--- config.mk ---
export PLATFORM = sky130hd
export DESIGN_NAME = bcd_counter_ndigit
export DESIGN_NICKNAME = d
export VERILOG_FILES = /design/src/rtl/bcd_pkg.sv /design/src/rtl/bcd_counter_ndigit_digit.sv /design/src/rtl/bcd_counter_ndigit.sv
export SDC_FILE = /design/constraint.sdc
export NUM_CORES = 1
export LEC_CHECK = 0
export CAP_MARGIN = 25
export CORE_ASPECT_RATIO = 0.6
export CORE_MARGIN = 1
export CORE_UTILIZATION = 35
export DETAILED_ROUTE_END_ITERATION = 7
export SLEW_MARGIN = 20
export SYNTH_ARGS = -nofsm -noshare
export SYNTH_HDL_FRONTEND = slang
export SYNTH_HIERARCHICAL = 1
export SYNTH_SLANG_ARGS = --single-unit
--- constraint.sdc ---
create_clock -name clk -period 3 [get_ports clk]
set_input_delay 0.3 -clock clk [delete_from_list [all_inputs] [get_ports clk]]
set_output_delay 0.3 -clock clk [all_outputs]
set_load 0.01 [all_outputs]
--- src/rtl/bcd_pkg.sv ---
// Shared constants, datapath action codes and BCD validity helpers for the
// N-digit BCD counter.
package bcd_pkg;

  localparam int         BCD_W      = 4;
  localparam logic [3:0] BCD_MAX    = 4'd9;
  localparam int         MAX_DIGITS = 8;
  localparam int         MAX_W      = BCD_W * MAX_DIGITS;

  typedef enum logic [1:0] {
    ACT_HOLD = 2'd0,
    ACT_SET  = 2'd1,
    ACT_STEP = 2'd2
  } act_e;

  function automatic logic is_bcd(input logic [3:0] digit);
    return (digit <= BCD_MAX);
  endfunction

  // Only the lowest n digits of the zero-extended vector are examined.
  function automatic logic bcd_vec_valid(input logic [MAX_W-1:0] vec, input int n);
    logic ok;
    ok = 1'b1;
    for (int i = 0; i < MAX_DIGITS; i++) begin
      if ((i < n) && !is_bcd(vec[i*BCD_W +: BCD_W])) begin
        ok = 1'b0;
      end
    end
    return ok;
  endfunction

endpackage

--- src/rtl/bcd_counter_ndigit_digit.sv ---
// One BCD digit cell: 4-bit register with a parallel set path and an
// up/down step that ripples carry/borrow to the next digit.
module bcd_digit
  import bcd_pkg::*;
(
  input  logic       clk_i,
  input  logic       rst_i,
  input  logic       set_en_i,
  input  logic [3:0] set_val_i,
  input  logic       step_en_i,
  input  logic       up_i,
  input  logic       cin_i,
  output logic       cout_o,
  output logic [3:0] q_o
);

  logic [3:0] digit_q;
  logic [3:0] digit_d;
  logic       at_max_s;
  logic       at_min_s;

  assign at_max_s = (digit_q == BCD_MAX);
  assign at_min_s = (digit_q == 4'd0);

  // The chain propagates independent of step_en so the top can read the final
  // borrow as an all-zero detect.
  assign cout_o = cin_i & (up_i ? at_max_s : at_min_s);
  assign q_o    = digit_q;

  // Next digit value: set has priority over a chained step
  always_comb begin
    digit_d = digit_q;
    if (set_en_i) begin
      digit_d = set_val_i;
    end else if (step_en_i && cin_i) begin
      if (up_i) begin
        digit_d = at_max_s ? 4'd0 : (digit_q + 4'd1);
      end else begin
        digit_d = at_min_s ? BCD_MAX : (digit_q - 4'd1);
      end
    end else begin
      digit_d = digit_q;
    end
  end

  // Digit register
  always_ff @(posedge clk_i or posedge rst_i) begin
    if (rst_i) begin
      digit_q <= 4'd0;
    end else begin
      digit_q <= digit_d;
    end
  end

endmodule

--- src/rtl/bcd_counter_ndigit.sv ---
// Parametrised N-digit BCD up/down counter with clear, checked parallel load,
// programmable terminal value and wrap/saturate behaviour at the bounds.
module bcd_counter_ndigit
  import bcd_pkg::*;
#(
  parameter int DIGITS   = 3,
  parameter bit SATURATE = 1'b0
) (
  input  logic                clk,
  input  logic                reset,
  input  logic                clr,
  input  logic                load,
  input  logic [4*DIGITS-1:0] load_val,
  input  logic                inc,
  input  logic                dec,
  input  logic [4*DIGITS-1:0] limit,
  output logic [4*DIGITS-1:0] q,
  output logic                tc,
  output logic                err
);

  localparam int W = 4 * DIGITS;

  act_e         act_s;
  logic [W-1:0] set_val_s;
  logic         set_en_s;
  logic         step_en_s;
  logic         up_s;
  logic [DIGITS:0] chain_s;
  logic         q_ge_limit_s;
  logic         q_gt_limit_s;
  logic         load_ok_s;
  logic         q_zero_s;
  logic         err_q;
  logic         err_d;

  // Valid BCD orders like binary, so the bounds are plain unsigned compares.
  assign q_ge_limit_s = (q >= limit);
  assign q_gt_limit_s = (q > limit);
  assign load_ok_s    = bcd_vec_valid(MAX_W'(load_val), DIGITS);

  // With the chain seeded at 1 and direction down, the last borrow means q == 0.
  assign up_s       = !dec;
  assign chain_s[0] = 1'b1;
  assign q_zero_s   = chain_s[DIGITS];

  assign set_en_s  = (act_s == ACT_SET);
  assign step_en_s = (act_s == ACT_STEP);
  assign err       = err_q;

  // Action select: clr > load > single-direction step, plus bound handling
  always_comb begin
    act_s     = ACT_HOLD;
    set_val_s = '0;
    err_d     = err_q;
    tc        = 1'b0;
    if (clr) begin
      act_s     = ACT_SET;
      set_val_s = '0;
      err_d     = 1'b0;
    end else if (load) begin
      if (load_ok_s) begin
        act_s     = ACT_SET;
        set_val_s = load_val;
      end else begin
        err_d = 1'b1;
      end
    end else if (inc && !dec) begin
      if (q_ge_limit_s) begin
        tc        = 1'b1;
        act_s     = ACT_SET;
        set_val_s = SATURATE ? limit : '0;
      end else begin
        act_s = ACT_STEP;
      end
    end else if (dec && !inc) begin
      if (q_zero_s) begin
        tc = 1'b1;
        if (SATURATE) begin
          act_s = ACT_HOLD;
        end else begin
          act_s     = ACT_SET;
          set_val_s = limit;
        end
      end else if (SATURATE && q_gt_limit_s) begin
        act_s     = ACT_SET;
        set_val_s = limit;
      end else begin
        act_s = ACT_STEP;
      end
    end else begin
      act_s = ACT_HOLD;
    end
  end

  for (genvar i = 0; i < DIGITS; i++) begin : g_digit
    bcd_digit u_digit (
      .clk_i     (clk),
      .rst_i     (reset),
      .set_en_i  (set_en_s),
      .set_val_i (set_val_s[4*i +: 4]),
      .step_en_i (step_en_s),
      .up_i      (up_s),
      .cin_i     (chain_s[i]),
      .cout_o    (chain_s[i+1]),
      .q_o       (q[4*i +: 4])
    );
  end

  // Sticky non-BCD load flag
  always_ff @(posedge clk or posedge reset) begin
    if (reset) begin
      err_q <= 1'b0;
    end else begin
      err_q <= err_d;
    end
  end

endmodule

---- After elaboration in Yosys (flattened, before gate mapping) ----
Cells that the tools add are included.
storage, ports and cells
  flip-flop bits (word level) ............. 13
  input port bits ......................... 30
  output and inout port bits .............. 14
  logic and storage cells ................. 79
operators by class
  eq/ne operators ......................... 6
  add/subtract/negate cells ............... 6
  reduce and logical (&&, ||, !) cells .... 14
  $lt $le $gt $ge ......................... 4
  mux-type cells .......................... 43
  bitwise operators ....................... 2
operator list
  kind                                                                   count
  12-bit 2-to-1 mux                                                      6
  4-bit 2-to-1 mux                                                       15
  1-bit 2-to-1 mux                                                       16
  4-bit by 1-bit adder with 4-bit output, second input constant          3
  4-bit equality test, second input constant                             3
  12-bit >= comparator                                                   1
  4-bit <= comparator, second input constant                             3
  4-bit zero test                                                        3
  2-bit 2-to-1 mux                                                       6
  4-bit by 1-bit subtractor with 4-bit output, second input constant     3
  2-bit nonzero test                                                     4
  1-bit logical AND                                                      4
  1-bit AND                                                              2
  2-bit by 1-bit equality test with 1-bit output, second input constant  1
  2-bit equality test, second input constant                             1
  1-bit zero test                                                        2
  2-bit inequality test, second input constant                           1
  2-bit AND reduction                                                    1

---- Depth between registers and ports, before layout ----
  depth in word-level cells ............... 13
  mapped depth ............................ 13
  mapped depth without buffers ............ 13

---- Modules after synthesis ----
The synthesis kept the hierarchy.
modules (own cells, without submodules)
  module              cells an instance  sequential area each (µm²)  area each (µm²)  instances
  bcd_digit           44                 100.1                       337.8            3
  bcd_counter_ndigit  93                 25.0                        569.3            1

---- Least setup slack after synthesis ----
No wires, ideal clock.
  path kind ............................... input to register
  start point ............................. input dec
  end point ............................... register g_digit[0].u_digit.digit_q[1]
  slack ................................... -0.020 ns
  path buffers ............................ 0
  stages on the path ...................... 12
  required time ........................... 2.935 ns
  library setup time ...................... 0.065 ns
  arrival time ............................ 2.955 ns
  path through ............................ inv_1 > or2_1 > o21ai_0 > and3_1 > and3_1 > and3_1 > nor3_1 > a41oi_1 > nor3_1 > nand2_1 > a2111oi_2 > o22a_1
between the ends
  word-level cells in the longest chain between the ends .. 10
  elaborated cells on any way between the ends .. 24
  those cells by class .................... eq/ne (2); mux (16); bitwise (2); reduce/logical (4)
RTL lines
  item                                 line                            text
  start: declaration                   bcd_counter_ndigit.sv:15        input logic dec,
  1-bit 2-to-1 mux                     bcd_counter_ndigit_digit.sv:27  assign cout_o = cin_i & (up_i ? at_max_s : at_min_s);
  net chain_s[1]                       bcd_counter_ndigit.sv:29        logic [DIGITS:0] chain_s;
  1-bit AND                            bcd_counter_ndigit_digit.sv:27
  net chain_s[2]                       bcd_counter_ndigit.sv:29
  1-bit AND                            bcd_counter_ndigit_digit.sv:27
  net chain_s[3]                       bcd_counter_ndigit.sv:29
  2-bit 2-to-1 mux                     bcd_counter_ndigit.sv:77        if (q_zero_s) begin
  2-bit 2-to-1 mux                     bcd_counter_ndigit.sv:76        end else if (dec && !inc) begin
  2-bit 2-to-1 mux                     bcd_counter_ndigit.sv:68        end else if (inc && !dec) begin
  2-bit 2-to-1 mux                     bcd_counter_ndigit.sv:61        end else if (load) begin
  2-bit 2-to-1 mux                     bcd_counter_ndigit.sv:57        if (clr) begin
  2-bit equality test                  bcd_counter_ndigit.sv:48        assign step_en_s = (act_s == ACT_STEP);
  net step_en_s                        bcd_counter_ndigit.sv:27        logic step_en_s;
  2-bit nonzero test (no source line)  n/a
  end signal: assignment               bcd_counter_ndigit_digit.sv:51  digit_q <= digit_d;
  end: declaration                     bcd_counter_ndigit_digit.sv:17  logic [3:0] digit_q;
The timed path passes the listed nets, and every way through them passes these cells. The select of a mux whose other input is x is not followed.
A chain may end at the register's enable or synchronous reset.

---- Final worst setup path ----
  start point ............................. input dec
  end point ............................... output tc
between the ends
  word-level cells in the longest chain between the ends .. 8
  elaborated cells on any way between the ends .. 13
  those cells by class .................... mux (8); bitwise (2); reduce/logical (3)
RTL lines
  item              line                            text
  1-bit 2-to-1 mux  bcd_counter_ndigit_digit.sv:27
  net chain_s[1]    bcd_counter_ndigit.sv:29
  1-bit AND         bcd_counter_ndigit_digit.sv:27
  net chain_s[2]    bcd_counter_ndigit.sv:29
  1-bit AND         bcd_counter_ndigit_digit.sv:27
  net chain_s[3]    bcd_counter_ndigit.sv:29
  1-bit 2-to-1 mux  bcd_counter_ndigit.sv:77
  1-bit 2-to-1 mux  bcd_counter_ndigit.sv:76
  1-bit 2-to-1 mux  bcd_counter_ndigit.sv:68
  1-bit 2-to-1 mux  bcd_counter_ndigit.sv:61
  1-bit 2-to-1 mux  bcd_counter_ndigit.sv:57
  end: declaration  bcd_counter_ndigit.sv:18        output logic tc,
The timed path passes the listed nets, and every way through them passes these cells.

==> flow_summary.yaml <==
run_status:
  outcome: "complete, no violations"
detailed_routing:
  firstDrtPassIters: 5
  viasPerCell: 5.24
  wirelength_microns: 5150
  dr.first_iter.drc_count: 124
  dr_total_vias: 1818
  post_drt_wl_per_cell_microns: 14.8
  detail-route-antenna-nets: 0
  drc: 0
placement:
  gp_congestion: 0.842
  port_buffers: 43
  dp.cells: 343
  dp_slack_ps: -16.2
  dpl.hpwl_microns: 4130
setup_path:
  path_common_cell: "and3_1"
  worstSetupPathType: "primary input to output port"
  path_max_fanout: 5
  crit_required_ps: 2700
  crit_path_end_kind: "output port"
  worstPathArrival_ps: 2470
  cpLargestDelayFamily: "simple AND/OR/NAND/NOR gates"
  critPathBufInv: 3
  cp_cell_sequence: "clkdlybuf4s50_1 > inv_1 > or2_1 > o21ai_0 > and3_1 > and3_1 > and3_1 > nand3b_1 > nand3_1 > and3_2 > dlygate4sd2_1"
  crit_path_top_delay_cell: "clkdlybuf4s50_1"
  cp-start-kind: "primary input"
  slowest_delay_ps: 500
logic_synthesis:
  synth_top_family_by_area: "compound AO/OA/AOI/OAI gates"
  synthTopCellsByArea: "dfrtp_1 21%, ha_1 9.5%, inv_1 7.1%"
  synth_compound_area_frac: 0.317
  syn_area_sq_mm: 0.00158
  synth.distinct_cells: 33
  async_flop_share: 1.00
  ys_seq_area_frac: 0.206
  synth_xor_area_frac: 0.0498
  yosys.area_share.simple: 0.217
  synth_commonest_cells: "30 x inv_1, 27 x nand2_1, 25 x nor2_1, 17 x o21ai_0, 13 x dfrtp_1"
  synth_flop_cell: "dfrtp_1"
  synth_cells: 225
  synth_adder_area_share: 0.0949
  synth_largest_area_cell: "dfrtp_1"
  yosysWarnings: 6
  synth_seq_cells: 13
  synth-edff-count: 0
  yosysMostFrequentCell: "inv_1"
  synth.avg_cell_area_sq_um: 7.03
  synthMuxAreaShare: 0
  synth_top_area_share: 0.206
global_routing:
  grt_max_degree: 15
  grt_pass1_wl_microns: 8340
  antenna_found_initial: 0
  grt_overflow_total: 0
  grt_pass1_vias: 1614
  grt.total_usage: 0.239
power:
  power_density_mw_per_mm2: 282
  total_leakage_power_nw: 1.01
  finalPower_mw: 0.637
  peakVddDrop_uv: 209
die:
  io_pins: 44
  dieHeight_microns: 54.1
  die-area_sq_mm: 0.00480
  rows: 18
  die_x_microns: 88.8
  coreArea_sq_mm: 0.00421
  initial_core_util: 0.376
timing:
  fmax_mhz: 361
  setup_viol: 0
  rsz0062_at_grt: "false"
  drv_slew: 0
  finalCritPeriodShare: 0.922
  hold_viol_final: 0
  fin_ws_ps: 233
  min_period_ps: 2770
  fin_skew_ps: 1.01
clocking:
  clk_pin_slew_ps: 60
  cts_buffers: 3
  cts_htree_levels: 1
  ctsHoldBuffers: 0
  cts_root_buf: "clkbuf_8"
  max-clock-path-buffers: 2
  cts_tree: "done"
  cts.sinks: 13
  clk_latency_ps: 250
final_layout:
  area_growth_pct: 42.8
  nets: 330
  drive_gt1_frac: 0.105
  n_antenna_cell: 0
  finalNonFillerCells: 347
hold_path:
  hold_class: "primary input to async pin"
run:
  cap_violations: 0
[where the power goes]
| part | internal [mW] | switching [mW] | total [mW] |
|---|---|---|---|
| sequential | 0.188 | 0.0266 | 0.214 |
| combinational | 0.133 | 0.124 | 0.257 |
| clock | 0.0943 | 0.0710 | 0.165 |
[worst paths after layout]
path / start / to / slack (ps) / cells past startpoint
max: dec / tc / 230 / 11
min in group clk: err$_DFFE_PP0P_ / err$_DFFE_PP0P_ / 530 / 2
min reg2reg: err$_DFFE_PP0P_ / err$_DFFE_PP0P_ / 530 / 2
max reg2reg: g_digit[0].u_digit/q_o[1]$_DFFE_PP0P_ / g_digit[0].u_digit/q_o[1]$_DFFE_PP0P_ / 390 / 10
min: reset / err$_DFFE_PP0P_ / 320 / 2
max in group asynchronous: reset / g_digit[1].u_digit/q_o[3]$_DFFE_PP0P_ / 2430 / 2
[per-layer routing]
metal	routed length [microns]	global-route usage	part of all wire	vias to the layer above
met3	511	0.0414	0.099	5
met2	1840	0.313	0.36	86
met4	68	0.0806	0.013	0
li1	-	-	-	922
met1	2730	0.378	0.53	805
met5	0	0	0	-
[final cells by class]
cell class | instances | area (sq um)
Fill cell | 420 | 1950
Clock buffer | 4 | 45.0
Sequential cell | 13 | 325
Inverter | 30 | 113
Multi-Input combinational cell | 175 | 1090
Tap cell | 60 | 75.1
Timing Repair Buffer | 65 | 607
[sequential cells by signal (all words and copies together), names as in the netlist]
| name | cells |
|---|---|
| g_digit.u_digit/q_o | 12 |
| err | 1 |
[stage by stage]
stage               area [sq um]  hold WS, ps  setup TNS, ps  utilization
floorplan                   1600         28.7              0            -
global placement            2220          531              0        0.526
detailed placement          2220          515          -16.2        0.526
CTS                         2260          321              0        0.537
global route                2260          330              0        0.537
finish                      2260          325              0        0.537
[logic make-up (layout without fill, tap and decap cells)]
family | Yosys count | after routing
and+or+nand+nor | 77 | 77
AOI/OAI and AO/OA | 73 | 73
buffers and inverters | 40 | 99
DFF | 13 | 13
adders and majority gates | 12 | 12
xor gates and xnor gates | 9 | 9
other | 1 | 4
[what timing repair did]
item,CTS,global route
setup buffers,0,0
gates resized for setup,1,0
setup endpoints to repair,1,0
[cells in the final DEF, fill, tap and decap left out]
master           instances
a32oi_1                  3
xor2_1                   3
and3_1                   3
a41o_1                   3
buf_12                   1
nor3_2                   1
a41oi_1                  1
nand3_1                  8
dfrtp_1                 13
nand2_1                 27
ha_1                    12
or2_1                    6
clkbuf_1                 1
a31oi_1                  3
buf_4                   21
clkbuf_8                 3
nor2_1                  25
xnor2_1                  6
o21ai_0                 17
nor3_1                   2
dlygate4sd2_1            1
o311ai_1                 1
a221o_1                  3
or2b_1                   3
a22oi_1                 12
clkdlybuf4s50_1         42
o22ai_1                  6
conb_1                   4
o22a_1                   3
inv_1                   30
a311o_1                  1
o21ai_1                  7
and3_2                   1
a21oi_1                 10
a2111oi_2                3
nand3b_1                 1
(Power assumes the default switching activity.)
